$ cat config.mk
export PLATFORM = sky130hd
export DESIGN_NAME = aes_state_fifo_flat
export DESIGN_NICKNAME = d
export VERILOG_FILES = /design/src/rtl/aes_state_fifo_if.sv /design/src/rtl/aes_state_fifo.sv /design/src/flat_wrapper.sv
export SDC_FILE = /design/constraint.sdc
export NUM_CORES = 1
export LEC_CHECK = 0
export BUFFER_PORTS_ARGS = -buffer_cell sky130_fd_sc_hd__buf_2
export CORE_MARGIN = 2
export CORE_UTILIZATION = 60
export CTS_BUF_LIST = sky130_fd_sc_hd__clkbuf_8
export CTS_CLUSTER_DIAMETER = 80
export DETAILED_ROUTE_END_ITERATION = 8
export PLACE_DENSITY = 0.86
export SYNTH_ARGS = -nofsm -noshare
export SYNTH_HDL_FRONTEND = slang
export SYNTH_SLANG_ARGS = --single-unit
$ cat constraint.sdc
create_clock -name clk -period 2.7 [get_ports clk]
set_input_delay 0 -clock clk [delete_from_list [all_inputs] [get_ports clk]]
set_output_delay 0 -clock clk [all_outputs]
set_load 0.01 [all_outputs]
$ cat src/rtl/aes_state_fifo_if.sv
// Handshake bundle for the AES state FIFO: producer side, consumer side,
// flush control and occupancy. The producer/consumer drives the master view;
// the FIFO drives the slave view.
interface aes_state_fifo_if #(
    parameter int ROWS  = 4,
    parameter int COLS  = 4,
    parameter int DEPTH = 4
);
    localparam int CNT_W = $clog2(DEPTH + 1);

    logic                                flush;
    logic                                in_valid;
    logic                                in_ready;
    logic [0:ROWS-1][0:COLS-1][7:0]      in_data;
    logic                                out_valid;
    logic                                out_ready;
    logic [0:ROWS-1][0:COLS-1][7:0]      out_data;
    logic [CNT_W-1:0]                    count;

    modport master (
        output flush,
        output in_valid,
        output in_data,
        output out_ready,
        input  in_ready,
        input  out_valid,
        input  out_data,
        input  count
    );

    modport slave (
        input  flush,
        input  in_valid,
        input  in_data,
        input  out_ready,
        output in_ready,
        output out_valid,
        output out_data,
        output count
    );
endinterface

$ cat src/rtl/aes_state_fifo.sv
// Zeroizing FIFO for AES state matrices. Every consumed slot is cleared on
// pop, and reset/flush clear all slots, so key-dependent state never lingers
// in storage after it has left the FIFO. Show-ahead head output, zero when
// empty. Pointers wrap explicitly so DEPTH need not be a power of two.
module aes_state_fifo #(
    parameter int ROWS  = 4,
    parameter int COLS  = 4,
    parameter int DEPTH = 4
) (
    input  logic              clk,
    input  logic              rst,
    aes_state_fifo_if.slave   bus
);
    localparam int CNT_W = $clog2(DEPTH + 1);
    localparam int PTR_W = (DEPTH > 1) ? $clog2(DEPTH) : 1;

    typedef logic [0:ROWS-1][0:COLS-1][7:0] state_t;

    state_t             r_mem [0:DEPTH-1];
    logic [PTR_W-1:0]   r_wr_ptr;
    logic [PTR_W-1:0]   r_rd_ptr;
    logic [CNT_W-1:0]   r_count;

    logic               w_full;
    logic               w_empty;
    logic               w_in_ready;
    logic               w_out_valid;
    logic               w_push;
    logic               w_pop;

    // Explicit wrap at DEPTH-1 rather than relying on natural 2^n overflow.
    function automatic logic [PTR_W-1:0] next_ptr(input logic [PTR_W-1:0] p);
        if (p == PTR_W'(DEPTH - 1)) begin
            return '0;
        end
        return p + PTR_W'(1);
    endfunction

    assign w_full      = (r_count == CNT_W'(DEPTH));
    assign w_empty     = (r_count == '0);
    // in_ready depends only on registered occupancy and flush; no path from
    // out_ready, so a full FIFO never accepts even when being drained.
    assign w_in_ready  = !bus.flush && !w_full;
    assign w_out_valid = !bus.flush && !w_empty;
    assign w_push      = bus.in_valid && w_in_ready;
    assign w_pop       = w_out_valid && bus.out_ready;

    assign bus.in_ready  = w_in_ready;
    assign bus.out_valid = w_out_valid;
    assign bus.out_data  = w_out_valid ? r_mem[r_rd_ptr] : '0;
    assign bus.count     = r_count;

    // Storage, pointers and occupancy; reset and flush both zeroize everything.
    always_ff @(posedge clk) begin
        if (rst || bus.flush) begin
            for (int i = 0; i < DEPTH; i++) begin
                r_mem[i] <= '0;
            end
            r_wr_ptr <= '0;
            r_rd_ptr <= '0;
            r_count  <= '0;
        end else begin
            // Push and pop never target the same slot: pop needs count>0,
            // push needs count<DEPTH, so wr_ptr != rd_ptr when both fire.
            if (w_push) begin
                r_mem[r_wr_ptr] <= bus.in_data;
                r_wr_ptr        <= next_ptr(r_wr_ptr);
            end
            if (w_pop) begin
                r_mem[r_rd_ptr] <= '0;
                r_rd_ptr        <= next_ptr(r_rd_ptr);
            end
            case ({w_push, w_pop})
                2'b10:   r_count <= r_count + CNT_W'(1);
                2'b01:   r_count <= r_count - CNT_W'(1);
                default: r_count <= r_count;
            endcase
        end
    end
endmodule

$ cat src/flat_wrapper.sv
// flat-port wrapper written by rule: the top's interface ports become plain ports
module aes_state_fifo_flat 
#(
    parameter int ROWS  = 4,
    parameter int COLS  = 4,
    parameter int DEPTH = 4
)
  (clk, rst, bus_flush, bus_in_valid, bus_in_data, bus_out_ready, bus_in_ready, bus_out_valid, bus_out_data, bus_count);
  aes_state_fifo_if #(.ROWS(ROWS), .COLS(COLS), .DEPTH(DEPTH)) bus_i ();
  input  logic clk;
  input  logic rst;
  input wire logic [$bits(bus_i.flush)-1:0] bus_flush;
  input wire logic [$bits(bus_i.in_valid)-1:0] bus_in_valid;
  input wire logic [$bits(bus_i.in_data)-1:0] bus_in_data;
  input wire logic [$bits(bus_i.out_ready)-1:0] bus_out_ready;
  output wire logic [$bits(bus_i.in_ready)-1:0] bus_in_ready;
  output wire logic [$bits(bus_i.out_valid)-1:0] bus_out_valid;
  output wire logic [$bits(bus_i.out_data)-1:0] bus_out_data;
  output wire logic [$bits(bus_i.count)-1:0] bus_count;
  assign bus_i.flush = bus_flush;
  assign bus_i.in_valid = bus_in_valid;
  assign bus_i.in_data = bus_in_data;
  assign bus_i.out_ready = bus_out_ready;
  assign bus_in_ready = bus_i.in_ready;
  assign bus_out_valid = bus_i.out_valid;
  assign bus_out_data = bus_i.out_data;
  assign bus_count = bus_i.count;
  aes_state_fifo #(.ROWS(ROWS), .COLS(COLS), .DEPTH(DEPTH)) u_core (.clk(clk), .rst(rst), .bus(bus_i));
endmodule
==> results.ini, run 1 <==
[setup_path]
crit_slowest_cell = dfxtp_4
cp.arrival_ns = 2.54
slowest_delay_ns = 0.71
cp-start-kind = register
crit_fanout = 23
required_ns = 2.70
crit_path_end_kind = primary output
crit_chain = buf_4 -> mux4_2 -> and2_1 -> buf_2
path_class = reg2out

[synthesis]
netlist.area_leader.share = 0.517
async_reset_ff_frac = 0
yosysWarnings = 0
synthTopCellsByArea = dfxtp_1, a22o_1, mux4_2, a22oi_1, and2_1
ys_types = 32
synth.most_common_cell = dfxtp_1
synthCells = 1650
synth_edf_count = 0
netlist_area_mm2 = 0.0202
yosys-top-cells-count = dfxtp_1, a22o_1, nor2_1
synth_fp_nets = 1790
synth_seq_cells = 521
synth_top_area_cell = dfxtp_1
avgSynthCellArea_um2 = 12.2
ys.flop_type = dfxtp_1
yosysSeqAreaShare = 0.517

[sta]
worst_pin_slew_ns = 0.860
hold-worst-slack_ns = 0.0734
tns_ns = 0
finalHoldViolCount = 0
rsz0062_at_grt = no
fin_crit_ns = 2.54
fin_skew_ns = 0.0183
drv_slew = 0
fmax_mhz = 394
relSlewSlack = 0.427
post-route-period-util = 0.941
setup_viol = 0

[global_routing]
grt-ovfl-total = 0
grt_max_degree = 77
grt_antenna_before_repair = 3
grt_pass1_wl_um = 91700
track_usage = 0.325
grt_pass1_vias = 17200

[clock_tree]
numCtsBuffers = 81
clk_path_buf_depth = 3
clk_pin_slew_ns = 0.06
cts-resized-gates = 0
clock_latency_ns = 0.62
h-tree-depth = 3
tritoncts_num_sinks = 521
cts_hold_buf = 131
cts_root_buf = clkbuf_8
cts_setup_buffers = 0
tritoncts = built

[route]
ant_nets = 0
vias = 16400
drcViolationCount = 0
wl_um = 58100
drt_first_iter_violations = 1395
wl_per_cell_um = 23.2
first_pass_iters = 5
vias_per_cell = 6.55

[min_path]
hp-class = in2reg

[die]
dieArea_mm2 = 0.0351
die_h_um = 187
fp.dieW_um = 187
rows = 67
ios = 266
core_mm2 = 0.0333
start_util = 0.606

[job]
maxCapViolCount = 0

[placement]
io_buffers = 265
placed_area_mm2 = 0.0219
place_congestion = 0.831
place_hpwl_um = 29800
dp_cells = 2228

[pwr]
p_leak_nw = 10.2
irDropWorstVdd_uv = 391
p_per_area_mw_per_mm2 = 612

[final_layout]
area_growth_pct = 22.9
final_cells = 2501
final.fill_count = 2034
fin_area_mm2 = 0.0248
drive_above_1_share = 0.271
fin_nets = 2134

[outcome]
outcome = completed

## kinds of logic (layout without fill, tap and decap cells)
kind of cell / count (synthesis) / count (layout) / share of synthesized area
flip-flops: 521 / 521 / 0.517
AO/OA/AOI/OAI: 520 / 520 / 0.217
AND/OR/NAND/NOR: 295 / 295 / 0.0735
buffers and inverters: 174 / 574 / 0.0421
multiplexers: 131 / 131 / 0.144
adder cells (fa/ha/maj): 7 / 7 / 0.00471
XOR/XNOR: 2 / 2 / 0.000868
other: 0 / 3 / 0
## worst max-delay path, delay by kind of cell, from the launching register on
kind / cells / cell delay (ns)
simple gates: 1 / 0.21
flops: 1 / 0.71
buf+inv: 2 / 0.47
mux: 1 / 0.52
## final timing paths
kind	startpoint	endpoint	slack, ns	depth (start not counted)
worst max-delay path	register	bus_out_data[75]	0.16	4
worst min-delay path	rst	u_core.r_mem[2][55]	0.07	5
worst max register to register	u_core.bus.count[0]	u_core.bus.count[2]	0.25	7
worst min register to register	u_core.r_mem[3][85]	u_core.r_mem[3][85]	0.47	1
## metrics by stage
step | utilization | total power [mW] | setup slack, ns
5_1_grt | 0.745 | 15.6 | 0.0436
6_report | 0.745 | 15.2 | 0.160
4_1_cts | 0.745 | 15.2 | 0.0947
3_5_place_dp | 0.658 | 8.64 | 0.332
2_1_floorplan | - | 8.32 | 0.330
3_3_place_gp | 0.658 | 8.62 | 0.405
## registers in the layout, summed over array words and instances, names as in the netlist, named ones only
signal,count
u_core.r_mem,512
u_core.r_rd_ptr,2
u_core.r_wr_ptr,2
u_core.bus.count,3
## routing by layer
metal,part of all wire,GRT usage,up-vias
li1,-,-,7015
met1,0.38,0.397,8272
met2,0.50,0.550,943
met3,0.088,0.0707,158
met4,0.032,0.153,0
met5,0,0,-
## area by class of cell
class                   instances  area [µm²]  area share
diodes                          3        7.51    0.000303
clock buffers                  98        1350      0.0544
clock inverters                41         226     0.00914
inverters                       2        7.51    0.000303
multi-input cells             955        8970       0.362
flip-flops and latches        521       10400       0.421
well taps                     448         561      0.0226
repair buffers                433        3230       0.130
## power by group
group          switching (mW)  internal, mW
Combinational           0.460         0.377
Sequential             0.0544          7.77
Clock                    3.04          3.46
Total                    3.55          11.6
## cells in the final DEF, fill, tap and decap left out, drive strengths merged, types with 6 or more instances in the layout
cell type / n
nand2: 8
and2: 128
nor3: 6
a22oi: 128
dlygate4sd3: 131
inv: 29
a22o: 384
ha: 6
clkinv: 10
nor2: 138
buf: 302
clkbuf: 98
dfxtp: 521
mux4: 128
Note: power is estimated with default switching activity, not from simulation.
==> run 2, diff against run 1 <==
--- a/config.mk
+++ b/config.mk
@@ -7,11 +7,10 @@
 export LEC_CHECK = 0
 export BUFFER_PORTS_ARGS = -buffer_cell sky130_fd_sc_hd__buf_2
 export CORE_MARGIN = 2
-export CORE_UTILIZATION = 60
-export CTS_BUF_LIST = sky130_fd_sc_hd__clkbuf_8
+export CORE_UTILIZATION = 57
 export CTS_CLUSTER_DIAMETER = 80
 export DETAILED_ROUTE_END_ITERATION = 8
-export PLACE_DENSITY = 0.86
+export PLACE_DENSITY = 0.83
 export SYNTH_ARGS = -nofsm -noshare
 export SYNTH_HDL_FRONTEND = slang
 export SYNTH_SLANG_ARGS = --single-unit
==> results.ini, run 2 (synthesized netlist as in run 1, its figures left out) <==
[die]
die_h_um = 192
core_mm2 = 0.0347
fp.dieW_um = 192
start_util = 0.581
rows = 68
ios = 266
dieArea_mm2 = 0.0369

[placement]
io_buffers = 265
place_hpwl_um = 29700
place_congestion = 0.806
dp_slack_ns = 0.398

[pwr]
irDropWorstVdd_uv = 604
switching_share = 0.222
p_leak_nw = 10.1
p_int_mw = 12.4
seqPwrFrac = 0.492
p_total_mw = 15.9
p_per_area_mw_per_mm2 = 638
p_comb_frac = 0.053
clkPwrFrac = 0.455
power.net_switching_mw = 3.54

[clock_tree]
h-tree-depth = 2
clk_path_buf_depth = 3
numCtsBuffers = 51
cts_setup_buffers = 0
clock_latency_ns = 0.60
tritoncts_num_sinks = 521
tritoncts = built
clk_pin_slew_ns = 0.06
cts_hold_buf = 131
cts_root_buf = clkbuf_16
cts-resized-gates = 0

[sta]
post-route-period-util = 0.934
rsz0062_at_grt = no
worst_slack_ns = 0.179
fin_skew_ns = 0.0208
setup_viol = 0
tns_ns = 0
fin_crit_ns = 2.52
drv_slew = 0
finalHoldViolCount = 0
worst_pin_slew_ns = 0.720
fmax_mhz = 397
relSlewSlack = 0.520

[final_layout]
area_growth_pct = 23.6
layout_common_cells = dfxtp_1, a22o_1, buf_2
drive_above_1_share = 0.263
multiInputGateArea_mm2 = 0.00897
regArea_mm2 = 0.0104
final_common_cell = dfxtp_1
largest_reg_flops = 512
fin_nets = 2101
top_register = u_core.r_mem
final.fill_count = 2214

[route]
ant_nets = 0
wl_um = 57100
drcViolationCount = 0
vias_per_cell = 6.54
wl_per_cell_um = 23.2
vias = 16100
drt_first_iter_violations = 1499
first_pass_iters = 5

[setup_path]
crit_slowest_cell = dfxtp_4
r2r_start = u_core.bus.count[0]
cp.arrival_ns = 2.52
slowest_delay_ns = 0.61
cp.buffers_inverters = 2
path_delay_family = flip-flops
crit_path_end_kind = primary output
path_class = reg2out
cp-start-kind = register
crit_fanout = 48
crit_chain = buf_12 -> mux4_2 -> and2_1 -> buf_2
required_ns = 2.70

[global_routing]
grt_max_degree = 78
grt_antenna_before_repair = 4
grt_pass1_wl_um = 89000
grt_pass1_vias = 16800
track_usage = 0.306
grt-ovfl-total = 0

[job]
maxCapViolCount = 0

[outcome]
outcome = completed

[min_path]
hp-class = in2reg
min_from = rst

[run 2: path summary, 6_finish.rpt]
kind                          to  slack, ns  cells past startpoint
max             bus_out_data[16]       0.18                      4
max reg2reg  u_core.bus.count[2]       0.25                      8
min reg2reg  u_core.r_mem[3][83]       0.47                      1
min          u_core.bus.count[1]       0.13                      3
[run 2: per-stage QoR]
step,util,hold WS [ns],instances,instance area [µm²]
6_report,0.718,0.130,2460,24900
5_1_grt,0.718,0.134,2459,24900
4_1_cts,0.718,0.0698,2456,24900
3_5_place_dp,0.631,0.260,2232,21900
3_3_place_gp,0.631,0.253,2232,21900
2_1_floorplan,-,0.0475,1650,20200
[run 2: routing by layer]
metal	up-vias	routed length, µm	global-route usage
li1	6952	-	-
met4	2	1770	0.142
met5	-	13	0
met1	8115	22000	0.369
met2	884	28600	0.529
met3	142	4820	0.0574
[run 2: area by class of cell]
cell class                 count  share of cell area
sequential                   521               0.419
multi-input combinational    955               0.360
timing repair buffer         430               0.129
clock buffer                  70              0.0593
tap                          455              0.0228
clock inverter                23             0.00949
antenna                        4            0.000402
inverter                       2            0.000301
[run 2: tightest hold or removal path: stages]
cell	delay (ns)
buf_2	0.10
or2_0	0.40
nor2_1	0.17
[run 2: power by group through the flow]
stage / clock, mW / sequential [mW] / combinational [mW]
finish: 7.24 / 7.83 / 0.843
global route: 7.63 / 7.83 / 0.890
CTS: 7.31 / 7.82 / 0.827
detailed placement: 0 / 7.99 / 0.665
global placement: 0 / 7.98 / 0.647
floorplan: 0 / 7.98 / 0.343
==> run 3, diff against run 2 <==
--- a/config.mk
+++ b/config.mk
@@ -10,6 +10,7 @@
 export CORE_UTILIZATION = 57
 export CTS_CLUSTER_DIAMETER = 80
 export DETAILED_ROUTE_END_ITERATION = 8
+export GPL_TIMING_DRIVEN = 0
 export PLACE_DENSITY = 0.83
 export SYNTH_ARGS = -nofsm -noshare
 export SYNTH_HDL_FRONTEND = slang
==> results.ini, run 3 (synthesized netlist as in run 1, its figures left out) <==
[outcome]
outcome = completed

[route]
wl_um = 59700
vias_per_cell = 6.38
drt_first_iter_violations = 1481
wl_per_cell_um = 22.9
ant_nets = 0
vias = 16600
drcViolationCount = 0
first_pass_iters = 5

[final_layout]
fin_util = 0.729
drive_above_1_share = 0.283
fin_nets = 2240
area_growth_pct = 25.4
final_common_cell = dfxtp_1
multiInputGateArea_mm2 = 0.00889
final.fill_count = 2199
layout_common_cells = dfxtp_1, a22o_1, buf_2
largest_reg_flops = 512
top_register = u_core.r_mem
regArea_mm2 = 0.0104

[setup_path]
slowest_delay_ns = 0.63
rrSetupSlack_ns = 0.15
cp.arrival_ns = 2.61
crit_path_end_kind = primary output
required_ns = 2.70
path_class = reg2out
cp-start-kind = register
r2r_start = u_core.bus.count[1]
crit_fanout = 10
crit_slowest_cell = buf_1
crit_chain = clkbuf_2 -> buf_1 -> mux4_2 -> and2_1 -> buf_2

[min_path]
hp-class = in2reg
min_from = bus_in_data[60]

[die]
dieArea_mm2 = 0.0369
start_util = 0.581
core_mm2 = 0.0347
ios = 266
fp.dieW_um = 192
rows = 68
die_h_um = 192

[sta]
setup_viol = 0
worst_pin_slew_ns = 0.753
fmax_mhz = 384
tns_ns = 0
fin_crit_ns = 2.61
drv_slew = 0
worst_slack_ns = 0.0930
finalHoldViolCount = 0
fin_skew_ns = 0.0142
rsz0062_at_grt = no
post-route-period-util = 0.966
relSlewSlack = 0.498

[global_routing]
grt-ovfl-total = 0
grt_antenna_before_repair = 5
grt_pass1_wl_um = 91800
grt_pass1_vias = 16800
track_usage = 0.317
grt_max_degree = 15

[placement]
dp_slack_ns = 0.132
place_hpwl_um = 36400
io_buffers = 264
place_congestion = 0.826

[pwr]
p_total_mw = 16.3
irDropWorstVdd_uv = 639
p_leak_nw = 10.6
p_per_area_mw_per_mm2 = 646

[clock_tree]
tritoncts = built
clk_path_buf_depth = 3
numCtsBuffers = 53
h-tree-depth = 2
cts_root_buf = clkbuf_16
cts_setup_buffers = 0
tritoncts_num_sinks = 521
clk_pin_slew_ns = 0.07
clock_latency_ns = 0.57

[job]
maxCapViolCount = 0

==> run 3: timing repair <==
action,4_1_cts,5_1_grt
hold buffers,131,0
resized for setup,6,33
hold endpoints to repair,518,0
setup endpoints to repair,125,357
==> run 3: power by group <==
part	switching [mW]	total [mW]	internal, mW
combinational	0.479	0.867	0.387
sequential	0.0514	7.83	7.77
clock	3.09	7.63	4.54
total	3.62	16.3	12.7
==> run 3: cell type report <==
type / count / area share
diodes: 8 / 0.000792
plain buffers: 172 / 0.0352
clock buffers: 77 / 0.0640
clock inverters: 21 / 0.00891
inverters: 2 / 0.000297
multi-input cells: 955 / 0.352
flip-flops and latches: 521 / 0.412
well taps: 455 / 0.0225
repair buffers: 395 / 0.104
==> run 3: per-layer routing <==
layer	wire length (µm)	global-route usage
met5	0	0
met4	2080	0.131
met3	5550	0.0647
met2	29000	0.517
met1	23100	0.414
==> run 3: metrics by stage <==
step / hold slack [ns] / instances / cell area, µm²
after floorplan: 0.0475 / 1650 / 20200
after global routing: 0.237 / 2603 / 25300
after detailed placement: 0.259 / 2369 / 22100
after CTS: 0.185 / 2598 / 25200
final: 0.220 / 2606 / 25300
after global placement: 0.257 / 2369 / 22100
==> run 3: critical path: cells and delay by family, from the launching register on <==
| family | cells | cell delay (ns) |
|---|---|---|
| buf+inv | 3 | 1.11 |
| flops | 1 | 0.32 |
| mux | 1 | 0.40 |
| simple gates | 1 | 0.20 |
==> run 3: worst paths after layout <==
kind | endpoint | cells past startpoint
hold / removal | u_core.r_mem[1][60] | 3
setup reg to reg | u_core.bus.count[2] | 9
setup / recovery | bus_out_data[111] | 5
hold reg to reg | u_core.r_mem[3][87] | 1
